`config.mk`:
```
export PLATFORM = sky130hd
export DESIGN_NAME = rggen_native_bus_arbiter
export DESIGN_NICKNAME = d
export VERILOG_FILES = /design/src/rtl/rggen_rtl_pkg.sv /design/src/rtl/rggen_round_robin_select.sv /design/src/rtl/rggen_native_bus_arbiter.sv
export SDC_FILE = /design/constraint.sdc
export NUM_CORES = 1
export LEC_CHECK = 0
export CORE_AREA = 2 2 83 85
export CTS_CLUSTER_SIZE = 14
export DETAILED_ROUTE_END_ITERATION = 8
export DIE_AREA = 0 0 85 87
export GPL_ROUTABILITY_DRIVEN = 0
export PLACE_DENSITY = 0.78
export SLEW_MARGIN = 0
export SYNTH_ARGS = -nofsm -noshare
export SYNTH_HDL_FRONTEND = slang
export SYNTH_HIERARCHICAL = 1
export SYNTH_SLANG_ARGS = --single-unit
```
`constraint.sdc`:
```
create_clock -name i_clk -period 3.5 [get_ports i_clk]
set_input_delay 0.525 -clock i_clk [delete_from_list [all_inputs] [get_ports i_clk]]
set_output_delay 0.525 -clock i_clk [all_outputs]
set_load 0.1 [all_outputs]
```
`src/rtl/rggen_rtl_pkg.sv`:
```
// Shared rggen native-bus encodings plus the arbiter state type.
package rggen_rtl_pkg;

  localparam int unsigned RGGEN_ACCESS_WIDTH = 2;
  localparam int unsigned RGGEN_STATUS_WIDTH = 2;

  typedef enum logic [1:0] {
    RGGEN_POSTED_WRITE = 2'b01,
    RGGEN_READ         = 2'b10,
    RGGEN_WRITE        = 2'b11
  } rggen_access;

  typedef enum logic [1:0] {
    RGGEN_OKAY         = 2'b00,
    RGGEN_EXOKAY       = 2'b01,
    RGGEN_SLAVE_ERROR  = 2'b10,
    RGGEN_DECODE_ERROR = 2'b11
  } rggen_status;

  typedef enum logic {
    IDLE = 1'b0,
    BUSY = 1'b1
  } rggen_arbiter_state;

endpackage

```
`src/rtl/rggen_round_robin_select.sv`:
```
// Combinational round-robin pick: rotate the doubled request vector by the
// pointer, take the lowest set bit, then rotate the one-hot result back.
module rggen_round_robin_select #(
  parameter int unsigned REQUESTERS    = 2,
  parameter int unsigned POINTER_WIDTH = 1
)(
  input  logic [REQUESTERS-1:0]    request_i,
  input  logic [POINTER_WIDTH-1:0] pointer_i,
  output logic [REQUESTERS-1:0]    grant_o
);

  localparam int unsigned N  = REQUESTERS;
  localparam int unsigned DW = 2 * N;
  localparam int unsigned SW = $clog2(DW) + 1;

  logic [DW-1:0] req_dbl;
  logic [DW-1:0] gnt_dbl;
  logic [N-1:0]  rotated;
  logic [SW-1:0] offset;
  logic          found;

  always_comb begin
    req_dbl = {request_i, request_i};
    rotated = N'(req_dbl >> pointer_i);
    offset  = '0;
    found   = 1'b0;
    for (int i = 0; i < N; i++) begin
      if (!found && rotated[i]) begin
        offset = SW'(i);
        found  = 1'b1;
      end
    end
    gnt_dbl = found ? (DW'(1) << (SW'(pointer_i) + offset)) : '0;
    grant_o = gnt_dbl[N-1:0] | gnt_dbl[DW-1:N];
  end

endmodule

```
`src/rtl/rggen_native_bus_arbiter.sv`:
```
// Round-robin arbiter sharing one rggen native bus between REQUESTERS masters.
// Optional watchdog: define RGGEN_NATIVE_BUS_ARBITER_TIMEOUT_EN.
module rggen_native_bus_arbiter
  import rggen_rtl_pkg::*;
#(
  parameter int unsigned REQUESTERS     = 2,
  parameter int unsigned ADDRESS_WIDTH  = 8,
  parameter int unsigned BUS_WIDTH      = 32,
  parameter int unsigned STROBE_WIDTH   = 4,
  parameter int unsigned TIMEOUT_CYCLES = 255
)(
  input  logic                                     i_clk,
  input  logic                                     i_rst_n,
  input  logic [REQUESTERS-1:0]                    i_valid,
  input  logic [REQUESTERS*RGGEN_ACCESS_WIDTH-1:0] i_access,
  input  logic [REQUESTERS*ADDRESS_WIDTH-1:0]      i_address,
  input  logic [REQUESTERS*BUS_WIDTH-1:0]          i_write_data,
  input  logic [REQUESTERS*STROBE_WIDTH-1:0]       i_strobe,
  output logic [REQUESTERS-1:0]                    o_ready,
  output logic [RGGEN_STATUS_WIDTH-1:0]            o_status,
  output logic [BUS_WIDTH-1:0]                     o_read_data,
  output logic                                     o_valid,
  output logic [RGGEN_ACCESS_WIDTH-1:0]            o_access,
  output logic [ADDRESS_WIDTH-1:0]                 o_address,
  output logic [BUS_WIDTH-1:0]                     o_write_data,
  output logic [STROBE_WIDTH-1:0]                  o_strobe,
  input  logic                                     i_ready,
  input  logic [RGGEN_STATUS_WIDTH-1:0]            i_status,
  input  logic [BUS_WIDTH-1:0]                     i_read_data
);

  localparam int unsigned N  = REQUESTERS;
  localparam int unsigned PW = (N > 1) ? $clog2(N) : 1;
  localparam int unsigned CW = RGGEN_ACCESS_WIDTH;

  rggen_arbiter_state state_q, state_d;
  logic [N-1:0]  grant_q, grant_d, select_grant;
  logic [PW-1:0] ptr_q, ptr_d, grant_idx, ptr_next;
  logic          done_c;
  logic          timeout_c;

  rggen_round_robin_select #(
    .REQUESTERS    (N),
    .POINTER_WIDTH (PW)
  ) u_select (
    .request_i (i_valid),
    .pointer_i (ptr_q),
    .grant_o   (select_grant)
  );

  always_comb begin
    grant_idx = '0;
    for (int r = 0; r < N; r++) begin
      if (grant_q[r]) grant_idx = PW'(r);
    end
  end

  assign ptr_next = (grant_idx == PW'(N - 1)) ? '0 : grant_idx + PW'(1);

`ifdef RGGEN_NATIVE_BUS_ARBITER_TIMEOUT_EN
  localparam int unsigned TW_RAW = $clog2(TIMEOUT_CYCLES + 1);
  localparam int unsigned TW     = (TW_RAW < 8) ? 8 : ((TW_RAW > 32) ? 32 : TW_RAW);

  logic [TW-1:0] count_q, count_d;

  // Counts BUSY cycles; held at zero in IDLE so every grant starts fresh.
  assign count_d   = (state_q == BUSY) ? count_q + TW'(1) : '0;
  assign timeout_c = (state_q == BUSY) && (count_q == TW'(TIMEOUT_CYCLES - 1));

  always_ff @(posedge i_clk or negedge i_rst_n) begin
    if (!i_rst_n) count_q <= '0;
    else          count_q <= count_d;
  end
`else
  logic unused_timeout_cycles;
  assign unused_timeout_cycles = ^32'(TIMEOUT_CYCLES);
  assign timeout_c             = 1'b0;
`endif

  assign done_c = (state_q == BUSY) && (i_ready || timeout_c);

  always_ff @(posedge i_clk or negedge i_rst_n) begin
    if (!i_rst_n) begin
      state_q <= IDLE;
      grant_q <= '0;
      ptr_q   <= '0;
    end else begin
      state_q <= state_d;
      grant_q <= grant_d;
      ptr_q   <= ptr_d;
    end
  end

  always_comb begin
    state_d = state_q;
    grant_d = grant_q;
    ptr_d   = ptr_q;
    case (state_q)
      IDLE: begin
        if (|i_valid) begin
          state_d = BUSY;
          grant_d = select_grant;
        end
      end
      BUSY: begin
        if (done_c) begin
          state_d = IDLE;
          grant_d = '0;
          ptr_d   = ptr_next;
        end
      end
      default: state_d = IDLE;
    endcase
  end

  // Downstream fields are an AND-OR mux on the one-hot grant, so IDLE drives zeros.
  always_comb begin
    o_valid      = (state_q == BUSY);
    o_ready      = done_c ? grant_q : '0;
    o_status     = '0;
    o_read_data  = '0;
    o_access     = '0;
    o_address    = '0;
    o_write_data = '0;
    o_strobe     = '0;
    if (done_c) begin
      if (i_ready) begin
        o_status    = i_status;
        o_read_data = i_read_data;
      end else begin
        o_status    = RGGEN_SLAVE_ERROR;
      end
    end
    for (int r = 0; r < N; r++) begin
      if (grant_q[r]) begin
        o_access     = o_access     | i_access[r*CW +: CW];
        o_address    = o_address    | i_address[r*ADDRESS_WIDTH +: ADDRESS_WIDTH];
        o_write_data = o_write_data | i_write_data[r*BUS_WIDTH +: BUS_WIDTH];
        o_strobe     = o_strobe     | i_strobe[r*STROBE_WIDTH +: STROBE_WIDTH];
      end
    end
  end

endmodule

```
Word level (Yosys, flattened, before mapping)
Cells that the tools add are included.
{ "word_totals": {"register_bits": 4, "input_bits": 131, "out_inout_bits": 83} }
{ "classes": {"add_sub_neg": 2, "n_eq_ne": 2, "shift": 2, "n_mux": 25, "bitwise": 6, "n_reduce_logical": 6} }
{ "ops": {"columns": ["cell", "count"], "rows": [
  ["$mux 32", 4],
  ["$or 32x32->32", 1],
  ["$mux 8", 2],
  ["$mux 2", 7],
  ["$mux 4", 3],
  ["$or 8x8->8", 1],
  ["$mux 1", 7],
  ["$or 2x2->2", 2],
  ["$or 4x4->4", 1],
  ["$pmux 2 s2", 1],
  ["$reduce_and 2->1", 2],
  ["$shl 1x3->4 const A", 1],
  ["$shr 4x1->2", 1],
  ["$add 1x1->2", 1],
  ["$logic_and 1x1->1", 2],
  ["$ne 2x1->1 const B", 1],
  ["$ne 2x2->1 const B", 1],
  ["$pmux 1 s2", 1],
  ["$reduce_or 2->1", 1],
  ["$add 1x1->1 const B", 1],
  ["$logic_not 1->1", 1],
  ["$not 1->1", 1]
]} }

Depth between registers and ports, before layout
Gate-level depths: netlist of run 1.
{ "depth": {"depth_word": 11, "ltp_mapped": 7} }

By module
The synthesis of run 1 kept the hierarchy.
{ "modules_own_cells": {"columns": ["mod", "n_inst", "cells_each", "area_per_inst_um2"], "rows": [
  ["rggen_native_bus_arbiter", 1, 117, 897.1],
  ["rggen_round_robin_select", 1, 8, 56.3]
]} }

Least setup slack after synthesis of run 1
OpenSTA, ideal clock, no wires.
{ "synth_timing": {"path_kind": "flip-flop to output port", "start": "register state_q (netlist: o_valid)", "end": "output o_ready[0]", "t_arrival_ps": 2067, "path_slack_ps": 908, "path_stages_with_launch": 3, "cell_sequence": "dfrtp_1 -> buf_2 -> and3_1"} }
{ "synth_between": {"elab_chain_len": 2} }
{ "synth_rtl": {"columns": ["item", "line", "text"], "rows": [
  ["start, declared", "rggen_native_bus_arbiter.sv:36", "rggen_arbiter_state state_q, state_d;"],
  ["start signal, assigned", "rggen_native_bus_arbiter.sv:88", "state_q <= state_d;"],
  ["$logic_and 1x1->1", "rggen_native_bus_arbiter.sv:80", "assign done_c = (state_q == BUSY) && (i_ready || timeout_c);"],
  ["$mux 2", "rggen_native_bus_arbiter.sv:119", "o_ready = done_c ? grant_q : '0;"],
  ["end, declared", "rggen_native_bus_arbiter.sv:19", "output logic [REQUESTERS-1:0] o_ready,"]
]} }
Every way passes these cells.

Worst setup path after layout of run 1
{ "layout_timing": {"start": "input i_ready", "end": "output o_read_data[23]"} }
{ "layout_between": {"elab_chain_len": 2, "word_cells_on_any_way": 3} }
{ "layout_rtl": {"columns": ["item", "line", "text"], "rows": [
  ["start, declared", "rggen_native_bus_arbiter.sv:27", "input logic i_ready,"],
  ["$mux 32 or $logic_and 1x1->1 (tied branches)", "rggen_native_bus_arbiter.sv:127, rggen_native_bus_arbiter.sv:80", null],
  ["$mux 32 (*)", "rggen_native_bus_arbiter.sv:126", "if (done_c) begin"],
  ["end, declared", "rggen_native_bus_arbiter.sv:21", "output logic [BUS_WIDTH-1:0] o_read_data,"]
]} }
Every way passes the cells marked *; elsewhere a longest branch is shown, timed or not.

==> results of run 1 <==
[worst reg2reg max path, delay by kind of cell (launching register included)]
| family | cells | cell delay (ns) |
|---|---|---|
| AO/OA/AOI/OAI | 1 | 0.11 |
| buffers and inverters | 1 | 0.27 |
| AND/OR/NAND/NOR | 1 | 0.45 |
| flip-flops | 1 | 0.77 |
[worst max path at each step]
stage | from | to | slack, ns
after floorplan | o_valid$_DFF_PN0_ | o_ready[0] | 0.91
after global placement | i_ready | o_read_data[24] | 1.07
after detailed placement | i_ready | o_read_data[23] | 1.01
after CTS | i_ready | o_read_data[23] | 1.02
after global routing | i_ready | o_read_data[24] | 0.90
final | i_ready | o_read_data[23] | 0.97
[placed cells by master (no fill, tap or decap)]
cell type and n:
o211ai_1 2, clkdlybuf4s50_1 130, inv_1 4, buf_12 1, a22o_1 46, o21a_1 1, clkbuf_8 3, or4b_1 2
nand3b_1 2, o22ai_2 1, ha_1 1, o31a_1 1, dfrtp_1 4, mux2i_1 1, and3_1 36, o21bai_1 1
buf_4 85, nand2b_1 1, a21oi_1 2, nand2_1 2
[layout make-up]
class                      instances  share of cell area [%]
multi-input combinational         99                   25.56
inverter                           4                  0.5044
clock buffer                       3                   1.387
timing repair buffer             216                   65.83
tap                               80                   3.363
sequential                         4                   3.363
[through the flow]
step	utilization, %	area, µm²	worst slack, ns	std cells
after CTS	45.31	2977	1.016	406
after global placement	44.69	2935	1.070	403
final	45.31	2977	0.9715	406
after floorplan	-	953.4	0.9080	125
after global routing	45.31	2977	0.9001	406
after detailed placement	44.69	2935	1.011	403
[cells by family (layout without fill, tap and decap cells)]
family | Yosys count | count (layout) | synth area share [%]
fa+ha+maj | 1 | 1 | 1.312
compound gates | 54 | 54 | 48.69
mux | 1 | 1 | 1.050
buf+inv | 22 | 223 | 9.711
flops | 4 | 4 | 10.50
simple gates | 43 | 43 | 28.74
[metal layers]
metal	part of all wire [%]	routed length (µm)
met1	39	2297
met2	51	2980
met3	9.7	571
met4	0.20	12
met5	0	0
[power by group through the flow]
| stage | registers (W) | logic (W) | clock network, W |
|---|---|---|---|
| after floorplan | 0.0000773 | 0.00135 | 0 |
| after global placement | 0.0000907 | 0.00174 | 0 |
| after detailed placement | 0.0000912 | 0.00174 | 0 |
| after CTS | 0.0000907 | 0.00175 | 0.0000995 |
| after global routing | 0.0000959 | 0.00179 | 0.000103 |
| final | 0.0000900 | 0.00174 | 0.0000968 |
[sequential cells by signal (all words and copies together), names as in the netlist]
name	flops
grant_q	2
o_valid	1
ptr_q	1
==> flow_metrics.py, run 1 <==
metrics = {
    "floorplanning": {
        "core_area_um2": 6569,
        "die_area_um2": 7395,
        "ios": 214,
        "die_w_um": 85,
        "die_y_um": 87,
        "rows": 30,
        "initial_core_util_pct": 14.51,
    },
    "setup_path": {
        "path_cells": "clkdlybuf4s50_1 > buf_4 > and3_1 > buf_4",
        "cpMaxStageDelayCell": "clkdlybuf4s50_1",
        "crit_buf_inv": 3,
        "worstReg2RegStart": "grant_q[0]$_DFFE_PN0P_",
        "path_max_fanout": 29,
        "critPathRequiredTime_ns": 2.97,
        "crit_top_cell": "buf_4",
        "cp.arrival_ns": 2.00,
        "worstReg2RegEnd": "grant_q[0]$_DFFE_PN0P_",
        "critPathKind": "input pin to output pin",
        "cp.depth": 4,
        "r2r_setup_slack_ns": 1.82,
        "cpLargestDelayFamily": "buffers and inverters",
        "slowest_delay_ns": 0.64,
        "start_kind": "input pin",
        "end_kind": "output pin",
        "rr_worst_depth": 3,
    },
    "sta": {
        "setup_viol": 0,
        "clock_skew_ns": 0.002316,
        "relSlewSlack_pct": 37.76,
        "drv_slew": 0,
        "hold_viol": 0,
        "tns_ns": 0,
        "hold_ws_ns": 0.5172,
        "rsz0062_at_grt": "no",
        "fmax_ghz": 0.3955,
        "period_minus_slack_ns": 2.528,
        "fin_crit_sh_pct": 72.24,
        "worst_pin_slew_ns": 0.9336,
    },
    "layout": {
        "fill_cells": 667,
        "drive_gt1_share_pct": 27.61,
        "nets": 460,
        "multi_input_area_um2": 760.7,
        "area_growth_pct": 212.2,
        "seq_area_um2": 100.1,
        "antenna_cells": 0,
    },
    "synth": {
        "synth_area_leader_cell": "a22o_1",
        "ys_async_sr_fraction_pct": 100.0,
        "synth_warnings": 6,
        "ys_types": 18,
        "synth_edf_count": 0,
        "syn-cell-area_um2": 953.4,
        "syn_inst": 125,
        "syn_avg_cell_area_um2": 7.627,
        "ys_top_cells_by_area": "a22o_1 42%, and3_1 24%, dfrtp_1 10%",
        "synth_commonest_cells": "46 x a22o_1, 36 x and3_1, 10 x clkbuf_1, 8 x buf_2",
        "synth.top_cell.area_share_pct": 42.26,
        "ys_seq_area_share_pct": 10.50,
        "yosysMostFrequentCell": "a22o_1",
        "syn_nets": 257,
        "synth-seq-cells": 4,
        "synthFlopType": "dfrtp_1",
    },
    "detailed_routing": {
        "ant_nets": 0,
        "drc": 0,
        "drt_wl_total_mm": 5.862,
        "drt_first_pass_iters": 4,
        "drtIter0Drc": 37,
        "wire_per_inst_um": 14.44,
        "dr_total_vias": 1830,
        "vias_per_cell": 4.507,
    },
    "power_and_ir_drop": {
        "internal_power_w": 0.0005700,
        "swShare_pct": 70.44,
        "leakage_nw": 1.464,
        "vdd_drop_max_mv": 0.4446,
        "power_switching_w": 0.001358,
        "p_clk_share_pct": 5.0,
        "power_density_nw_per_um2": 647.9,
        "seqPwrFrac_pct": 4.7,
        "p_comb_share_pct": 90.3,
        "fin_total_pwr_w": 0.001928,
    },
    "cts": {
        "cts.sinks": 4,
        "clock_latency_ns": 0.22,
        "cts_hold_buf": 0,
        "cts_resized": 0,
        "cts_tree": "done",
        "clockBufferDepth": 2,
        "path_clk_slew_ns": 0.03,
        "cts_setup_buffers": 0,
        "cts_made_buffers": 3,
        "htree_num_levels": 1,
        "cts_root_buf": "clkbuf_8",
    },
    "grt": {
        "use_met2_pct": 25.78,
        "grt_pass1_wl_mm": 8.521,
        "grt_pass1_vias": 1710,
        "grt_max_degree": 47,
        "antenna_found_initial": 0,
        "use_met3_pct": 3.033,
        "track_usage_pct": 13.67,
        "grt_util_met1_pct": 16.11,
        "grt_overflow": 0,
        "busiest_layer": "met2",
    },
    "placed_design": {
        "dp_hpwl_mm": 4.708,
        "io_buffers": 213,
    },
    "worst_hold_path": {
        "hp-class": "input pin to async pin",
    },
    "status": {
        "status": "completed",
    },
    "job": {
        "maxCapViolCount": 0,
    },
}
(Power assumes the default switching activity.)
==> run 2: changes to the inputs <==
==> constraint.sdc (replaced) <==
create_clock -name i_clk -period 2.55 [get_ports i_clk]
set_input_delay 0.3825 -clock i_clk [delete_from_list [all_inputs] [get_ports i_clk]]
set_output_delay 0.3825 -clock i_clk [all_outputs]
set_load 0.1 [all_outputs]
==> flow_metrics.py, run 2 (same netlist as run 1, synthesis figures left out) <==
metrics = {
    "worst_hold_path": {
        "hp-class": "input pin to async pin",
    },
    "sta": {
        "fmax_ghz": 0.4730,
        "worst_pin_slew_ns": 0.9427,
        "rsz0062_at_grt": "no",
        "hold_viol": 0,
        "relSlewSlack_pct": 37.16,
        "setup_viol": 0,
        "fin_ws_ns": 0.4356,
        "period_minus_slack_ns": 2.114,
        "fin_crit_sh_pct": 82.92,
        "tns_ns": 0,
        "clock_skew_ns": 0.001675,
        "drv_slew": 0,
    },
    "placed_design": {
        "dp_hpwl_mm": 5.647,
        "io_buffers": 213,
        "postPlaceCellArea_um2": 3969,
        "dp_slack_ns": 0.4328,
    },
    "power_and_ir_drop": {
        "vdd_drop_max_mv": 0.6212,
        "swShare_pct": 60.57,
        "p_comb_share_pct": 92.7,
        "seqPwrFrac_pct": 3.3,
        "internal_power_w": 0.001293,
        "leakage_nw": 1.736,
        "power_switching_w": 0.001987,
        "power_density_nw_per_um2": 818.0,
        "p_clk_share_pct": 4.0,
    },
    "cts": {
        "cts_hold_buf": 0,
        "htree_num_levels": 1,
        "cts_root_buf": "clkbuf_8",
        "cts.sinks": 4,
        "clockBufferDepth": 2,
        "cts_setup_buffers": 0,
        "path_clk_slew_ns": 0.03,
        "cts_resized": 0,
        "clock_latency_ns": 0.22,
        "cts_made_buffers": 3,
        "cts_tree": "done",
    },
    "setup_path": {
        "endpoint": "o_read_data[25]",
        "path_max_fanout": 44,
        "cp.arrival_ns": 1.73,
        "critPathRequiredTime_ns": 2.17,
        "end_kind": "output pin",
        "worstReg2RegStart": "o_valid$_DFF_PN0_",
        "r2r_setup_slack_ns": 0.98,
        "worstReg2RegEnd": "grant_q[0]$_DFFE_PN0P_",
        "startpoint": "o_valid$_DFF_PN0_",
        "rr_worst_depth": 2,
        "cpMaxStageDelayCell": "dfrtp_1",
        "start_kind": "flip-flop",
        "path_cells": "and3_1 > buf_12",
        "slowest_delay_ns": 0.95,
        "critPathKind": "flip-flop to output pin",
    },
    "layout": {
        "final_common_cell": "clkdlybuf4s50_1",
        "stdcell_area_um2": 4010,
        "regMostFlops": "grant_q",
        "nets": 461,
        "largest_register_ffs": 2,
        "antenna_cells": 0,
        "layout_common_cells": "130 x clkdlybuf4s50_1, 83 x buf_12, 46 x a22o_1",
        "area_growth_pct": 320.6,
        "drive_gt1_share_pct": 27.83,
    },
    "floorplanning": {
        "initial_core_util_pct": 14.51,
        "rows": 30,
        "die_y_um": 87,
        "die_area_um2": 7395,
        "ios": 214,
        "die_w_um": 85,
        "core_area_um2": 6569,
    },
    "detailed_routing": {
        "ant_nets": 0,
        "vias_per_cell": 4.708,
        "drt_first_pass_iters": 4,
        "wire_per_inst_um": 16.30,
        "drtIter0Drc": 40,
        "drt_wl_total_mm": 6.633,
        "drc": 0,
        "dr_total_vias": 1916,
    },
    "grt": {
        "grt_max_degree": 47,
        "grt_pass1_wl_mm": 9.991,
        "grt_overflow": 0,
        "track_usage_pct": 16.66,
        "grt_pass1_vias": 2000,
        "antenna_found_initial": 0,
    },
    "job": {
        "maxCapViolCount": 0,
    },
    "status": {
        "status": "completed",
    },
}
run 2: changes by cell type in the layout (fill, tap and decap cells not counted):
cell    change
buf_12     +82
buf_4      -81
run 2: layout make-up:
cell class	count	area [µm²]
fillers	513	2559
multi-input cells	99	760.7
well taps	80	100.1
flip-flops and latches	4	100.1
repair buffers	217	2993
clock buffers	3	41.29
inverters	4	15.01
run 2: how the worst min path moves through the flow:
stage | start | to | slack [ns]
6_report | i_rst_n | o_valid$_DFF_PN0_ | 0.39
5_1_grt | i_rst_n | o_valid$_DFF_PN0_ | 0.39
4_1_cts | i_rst_n | o_valid$_DFF_PN0_ | 0.38
3_5_place_dp | grant_q[1]$_DFFE_PN0P_ | ptr_q$_DFFE_PN0P_ | 0.53
3_3_place_gp | grant_q[1]$_DFFE_PN0P_ | ptr_q$_DFFE_PN0P_ | 0.52
2_1_floorplan | i_rst_n | grant_q[0]$_DFFE_PN0P_ | 0.09
run 2: routing by layer:
metal / part of all wire, % / track usage [%] / vias up
li1: - / - / 906
met1: 35 / 17.65 / 873
met2: 54 / 31.53 / 119
met3: 8.5 / 4.076 / 18
met4: 3.1 / 6.494 / 0
met5: 0 / 0 / -
run 2: worst max-delay path: cells and delay by family, from the launching register on:
family,cells,cell delay (ns)
DFF,1,0.95
and+or+nand+nor,1,0.36
buffers and inverters,1,0.19
run 2: stage by stage:
step	std cells	power (W)	utilization [%]	hold WS, ns
floorplan	125	0.001953	-	0.08691
detailed placement	404	0.003159	60.42	0.5305
finish	407	0.003280	61.05	0.3869
global placement	404	0.003136	60.42	0.5187
global route	407	0.003370	61.05	0.3907
CTS	407	0.003300	61.05	0.3809
run 2: power by group through the flow:
| stage | Clock [W] | Sequential, W | Combinational, W |
|---|---|---|---|
| floorplan | 0 | 0.000106 | 0.00185 |
| global placement | 0 | 0.000107 | 0.00303 |
| detailed placement | 0 | 0.000109 | 0.00305 |
| CTS | 0.000136 | 0.000109 | 0.00306 |
| global route | 0.000140 | 0.000115 | 0.00311 |
| finish | 0.000132 | 0.000108 | 0.00304 |
==> run 3: changes to the inputs <==
==> constraint.sdc (replaced) <==
create_clock -name i_clk -period 2 [get_ports i_clk]
set_input_delay 0.3 -clock i_clk [delete_from_list [all_inputs] [get_ports i_clk]]
set_output_delay 0.3 -clock i_clk [all_outputs]
set_load 0.1 [all_outputs]
==> flow_metrics.py, run 3 (same netlist as run 1, synthesis figures left out) <==
metrics = {
    "cts": {
        "cts_tree": "done",
        "cts_setup_buffers": 0,
        "htree_num_levels": 1,
        "cts_made_buffers": 3,
        "path_clk_slew_ns": 0.03,
        "cts_resized": 0,
        "cts_hold_buf": 0,
        "clock_latency_ns": 0.22,
        "clockBufferDepth": 2,
        "cts_root_buf": "clkbuf_8",
        "cts.sinks": 4,
    },
    "layout": {
        "nets": 461,
        "regMostFlops": "grant_q",
        "area_growth_pct": 328.5,
        "antenna_cells": 0,
        "final_common_cell": "clkdlybuf4s50_1",
        "layout_common_cells": "130 x clkdlybuf4s50_1, 85 x buf_12, 46 x a22o_1",
        "drive_gt1_share_pct": 39.02,
        "fill_cells": 508,
        "largest_register_ffs": 2,
    },
    "setup_path": {
        "slowest_delay_ns": 0.71,
        "cpMaxStageDelayCell": "dfrtp_2",
        "startpoint": "o_valid$_DFF_PN0_",
        "critPathRequiredTime_ns": 1.70,
        "end_kind": "output pin",
        "crit_buf_inv": 1,
        "path_cells": "and3_2 > buf_12",
        "worstReg2RegStart": "o_valid$_DFF_PN0_",
        "path_max_fanout": 44,
        "start_kind": "flip-flop",
        "cp.arrival_ns": 1.45,
        "cpLargestDelayFamily": "flip-flops",
        "critPathKind": "flip-flop to output pin",
    },
    "power_and_ir_drop": {
        "swShare_pct": 60.38,
        "power_density_nw_per_um2": 1045,
        "leakage_nw": 1.729,
        "power_switching_w": 0.002577,
        "vdd_drop_max_mv": 0.8300,
        "internal_power_w": 0.001691,
        "p_comb_share_pct": 92.3,
        "p_clk_share_pct": 4.2,
        "seqPwrFrac_pct": 3.5,
    },
    "grt": {
        "antenna_found_initial": 0,
        "grt_pass1_wl_mm": 10.61,
        "grt_pass1_vias": 2001,
        "grt_overflow": 0,
        "track_usage_pct": 18.26,
        "grt_max_degree": 47,
    },
    "detailed_routing": {
        "dr_total_vias": 1904,
        "drtIter0Drc": 32,
        "drc": 0,
        "wire_per_inst_um": 17.84,
        "vias_per_cell": 4.667,
        "drt_first_pass_iters": 4,
        "drt_wl_total_mm": 7.280,
        "ant_nets": 0,
    },
    "sta": {
        "drv_slew": 0,
        "period_minus_slack_ns": 1.749,
        "fin_crit_sh_pct": 87.47,
        "worst_pin_slew_ns": 0.5518,
        "relSlewSlack_pct": 63.21,
        "fmax_ghz": 0.5716,
        "hold_viol": 0,
        "setup_viol": 0,
        "fin_ws_ns": 0.2506,
        "rsz0062_at_grt": "no",
        "tns_ns": 0,
        "clock_skew_ns": 0.002489,
    },
    "floorplanning": {
        "initial_core_util_pct": 14.51,
        "die_w_um": 85,
        "core_area_um2": 6569,
        "die_area_um2": 7395,
        "die_y_um": 87,
        "ios": 214,
        "rows": 30,
    },
    "placed_design": {
        "dp_slack_ns": 0.07970,
        "io_buffers": 213,
        "dp_hpwl_mm": 6.188,
    },
    "worst_hold_path": {
        "hp-class": "input pin to async pin",
    },
    "status": {
        "status": "completed",
    },
    "job": {
        "maxCapViolCount": 0,
    },
}
-- run 3: changes by cell type in the layout (fill, tap and decap cells not counted) --
cell	previous run	this run
and3_1	36	0
and3_2	0	36
clkbuf_1	0	1
buf_4	4	2
dfrtp_2	0	1
dfrtp_1	4	3
buf_12	83	85
-- run 3: power by group through the flow --
| stage | sequential, W | clock [W] | combinational [W] |
|---|---|---|---|
| floorplan | 0.000136 | 0 | 0.00237 |
| global placement | 0.000151 | 0 | 0.00394 |
| detailed placement | 0.000151 | 0 | 0.00395 |
| CTS | 0.000150 | 0.000185 | 0.00397 |
| global route | 0.000156 | 0.000192 | 0.00403 |
| finish | 0.000149 | 0.000178 | 0.00394 |
-- run 3: path summary, 6_finish.rpt --
path | cells past startpoint | slack (ns) | end
max in group asynchronous | 1 | 1.53 | o_valid$_DFF_PN0_
worst max register to register | 2 | 0.57 | grant_q[0]$_DFFE_PN0P_
worst min register to register | 1 | 0.60 | ptr_q$_DFFE_PN0P_
worst min-delay path | 1 | 0.29 | ptr_q$_DFFE_PN0P_
worst max-delay path | 2 | 0.25 | o_read_data[30]
min in group i_clk | 1 | 0.60 | ptr_q$_DFFE_PN0P_
-- run 3: worst reg2reg max path, stage by stage (launching register included) --
cell	delay (ns)
dfrtp_2	0.61
or4b_1	0.60
o211ai_1	0.12
-- run 3: layout make-up --
cell class | instances | area, µm² | area share (%)
repair buffers | 217 | 3018 | 73.87
multi-input cells | 99 | 805.8 | 19.72
flip-flops and latches | 4 | 101.3 | 2.481
well taps | 80 | 100.1 | 2.450
clock buffers | 4 | 45.04 | 1.103
inverters | 4 | 15.01 | 0.3675
-- run 3: per-stage QoR --
stage | total power [W] | hold slack [ns] | utilization [%] | area [µm²] | instances
final | 0.004269 | 0.2887 | 62.19 | 4085 | 408
after global routing | 0.004383 | 0.3005 | 62.19 | 4085 | 408
after CTS | 0.004300 | 0.2865 | 62.19 | 4085 | 408
after detailed placement | 0.004105 | 0.5169 | 61.50 | 4040 | 404
after global placement | 0.004095 | 0.5170 | 61.50 | 4040 | 404
after floorplan | 0.002502 | 0.004409 | - | 999.7 | 125
-- run 3: metal layers --
| metal | up-vias | routed length [µm] | share of wire, % | track usage (%) |
|---|---|---|---|---|
| li1 | 909 | - | - | - |
| met1 | 867 | 2526 | 35 | 19.25 |
| met2 | 128 | 3996 | 55 | 36.08 |
| met3 | 0 | 757 | 10 | 5.592 |
| met4 | 0 | 0 | 0 | 2.597 |
| met5 | - | 0 | 0 | 0 |
==> patch (flow settings as in run 3) <==
The option `RGGEN_NATIVE_BUS_ARBITER_TIMEOUT_EN` is turned on by a define.
--- a/src/rtl/rggen_native_bus_arbiter.sv
+++ b/src/rtl/rggen_native_bus_arbiter.sv
@@ -2,2 +2,4 @@
 // Optional watchdog: define RGGEN_NATIVE_BUS_ARBITER_TIMEOUT_EN.
+`define RGGEN_NATIVE_BUS_ARBITER_TIMEOUT_EN
+
 module rggen_native_bus_arbiter
Function: same outputs for any inputs over 10 cycles, from zero or initial values and one cycle with i_rst_n low; that may be too few to reach the edited logic, so the function may still have changed.
==> patch against run 3 <==
  * Sequential cell count up 8
  * Worst setup slack got worse by 0.15 ns
  * Critical path depth rose by 4
  * Final area is 9.7% higher
  * Register-to-register slack improved by 0.09 ns
  * Synthesized cell count up 29%
  * Via count grew 14%
  * Worst hold slack gained 0.13 ns
  * Synthesized area is 37% higher
  * Core utilization increased by 6.1 points
  * Count of clock-buffer cells in the layout stayed put
  * Wire length up 16%
  * Power grew 28%
  * Sequential power up 140%
  * Largest cell class unchanged
  * Largest power group unchanged
==> patch: results (changes against run 3) <==
status completed; synthesized net count 295 (+15%); vias in the first global route 2,245 (+12%); Layout Skew 0.001630 ns (-0.0008587 ns); R2R setup slack 0.66 ns (+0.09 ns); root buf cell clkbuf_8; Reg clk slew, reported paths 0.06 ns (+0.03 ns); CP max stage cell dfrtp_2; clock buffer count from CTS 3 (unchanged); DRT iter0 DRCs 65 (+100%); crit-path max FO 4 (-91%); Seq/Total Area, Yosys 0.2301 (+0.1251); Placement Setup Slack 0.1440 ns (+0.06434 ns); nature of the critical path startpoint flop; P_leak 1.932 nW (+12%); relative slew slack 0.6183 (-0.01384); WL final 8423 µm (+16%); first-pass GRT wire length 12,120 µm (+14%); H-tree depth 1 (unchanged); Worst R2R Path Depth 6 (+4); share of cells above drive strength 1 0.3639 (-0.02636); critical path endpoint o_status[1]; Fillers 463 (-8.9%); reg2reg start count_q[0]; clk buf depth 2 (unchanged); synth top area cells a22o_1 (31%), dfrtp_1 (23%), and3_1 (16%); compound-gate portion of the synthesized area 0.3902 (-0.09666); Largest regs count_q: 8 flops, grant_q: 2 flops; Fmax achieved 527.2 MHz (-7.8%); ys async rst share 1.000 (unchanged); Peak VDD IR 0.7524 mV (-9.3%); Clock Latency Late Sink 0.25 ns (+0.03 ns); hold crit path type primary input to async pin; vias per cell 4.800 (+2.9%); Nets 506 (+9.8%); crit path DAT 1.60 ns (+0.15 ns); Synth cell types 28 (+10); Post-Synth XOR/XNOR Area 0.02013 (+0.02013); diode count 0 (unchanged); pin count of the biggest net entering global routing 38 (-19%); max incr delay on CP 0.40 ns (-0.31 ns); Pre-antenna DRT Iters 4 (unchanged); Synth Area in Adders 0.02876 (+0.01564); Yosys warning count 6 (unchanged); antenna violations before repair 0 (unchanged); worst r2r dst ptr_q; Post-synth top cells a22o_1 (46), and3_1 (33), dfrtp_1 (12); post-synthesis mux area share 0.007670 (-0.002829); largest family of logic cells by synthesized area compound AO/OA/AOI/OAI gates; hpwl dp 6841 µm (+11%); Top delay family on crit path compound AO/OA/AOI/OAI gates; Synth Flop Type dfrtp_1; Total GRT Usage 0.2094 (+0.02683); I/O Buffers 213 (unchanged)
patch: changes by cell type after synthesis, moves of 3 or more:
cell     delta
a21oi_1     +4
nor2_1      +7
nand2_1     +3
or3_1       +3
dfrtp_1     +8
o21ai_0     +3
and3_1      -3
nand3_1     +4
patch: final cells by class:
cell class | instances | area [µm²] | share of cell area
clock buffers | 4 | 55.05 | 0.01228
inverters | 6 | 22.52 | 0.005024
multi-input cells | 126 | 962.2 | 0.2146
flip-flops and latches | 12 | 305.3 | 0.06810
well taps | 80 | 100.1 | 0.02233
repair buffers | 223 | 3038 | 0.6776
patch: power breakdown:
part	leakage [nW]	switching (W)	internal (W)	total, W
Sequential	0.154	0.0000605	0.000291	0.000351
Clock	0.0288	0.000100	0.000175	0.000275
Combinational	1.75	0.00311	0.00174	0.00485
Total	1.93	0.00327	0.00221	0.00548
patch: per-stage QoR:
step | instances | area [µm²] | total power, W | hold WS, ns
floorplan | 161 | 1360 | 0.003278 | 0.004409
global route | 451 | 4483 | 0.005606 | 0.4708
CTS | 449 | 4467 | 0.005487 | 0.4285
global placement | 445 | 4412 | 0.005158 | 0.5169
detailed placement | 445 | 4412 | 0.005191 | 0.5195
finish | 451 | 4483 | 0.005477 | 0.4175
patch: repair_timing:
action / CTS / global route
hold buffers: 0 / 0
hold endpoints to repair: 0 / 0
buffers inserted: 0 / 2
setup endpoints to repair: 0 / 2
gates resized for setup: 0 / 1
patch: metal layers:
| metal | routed length (µm) | part of all wire | global-route usage |
|---|---|---|---|
| met5 | 0 | 0 | 0 |
| met4 | 89 | 0.011 | 0.04185 |
| met3 | 742 | 0.088 | 0.05877 |
| met2 | 4559 | 0.54 | 0.4112 |
| met1 | 3032 | 0.36 | 0.2215 |
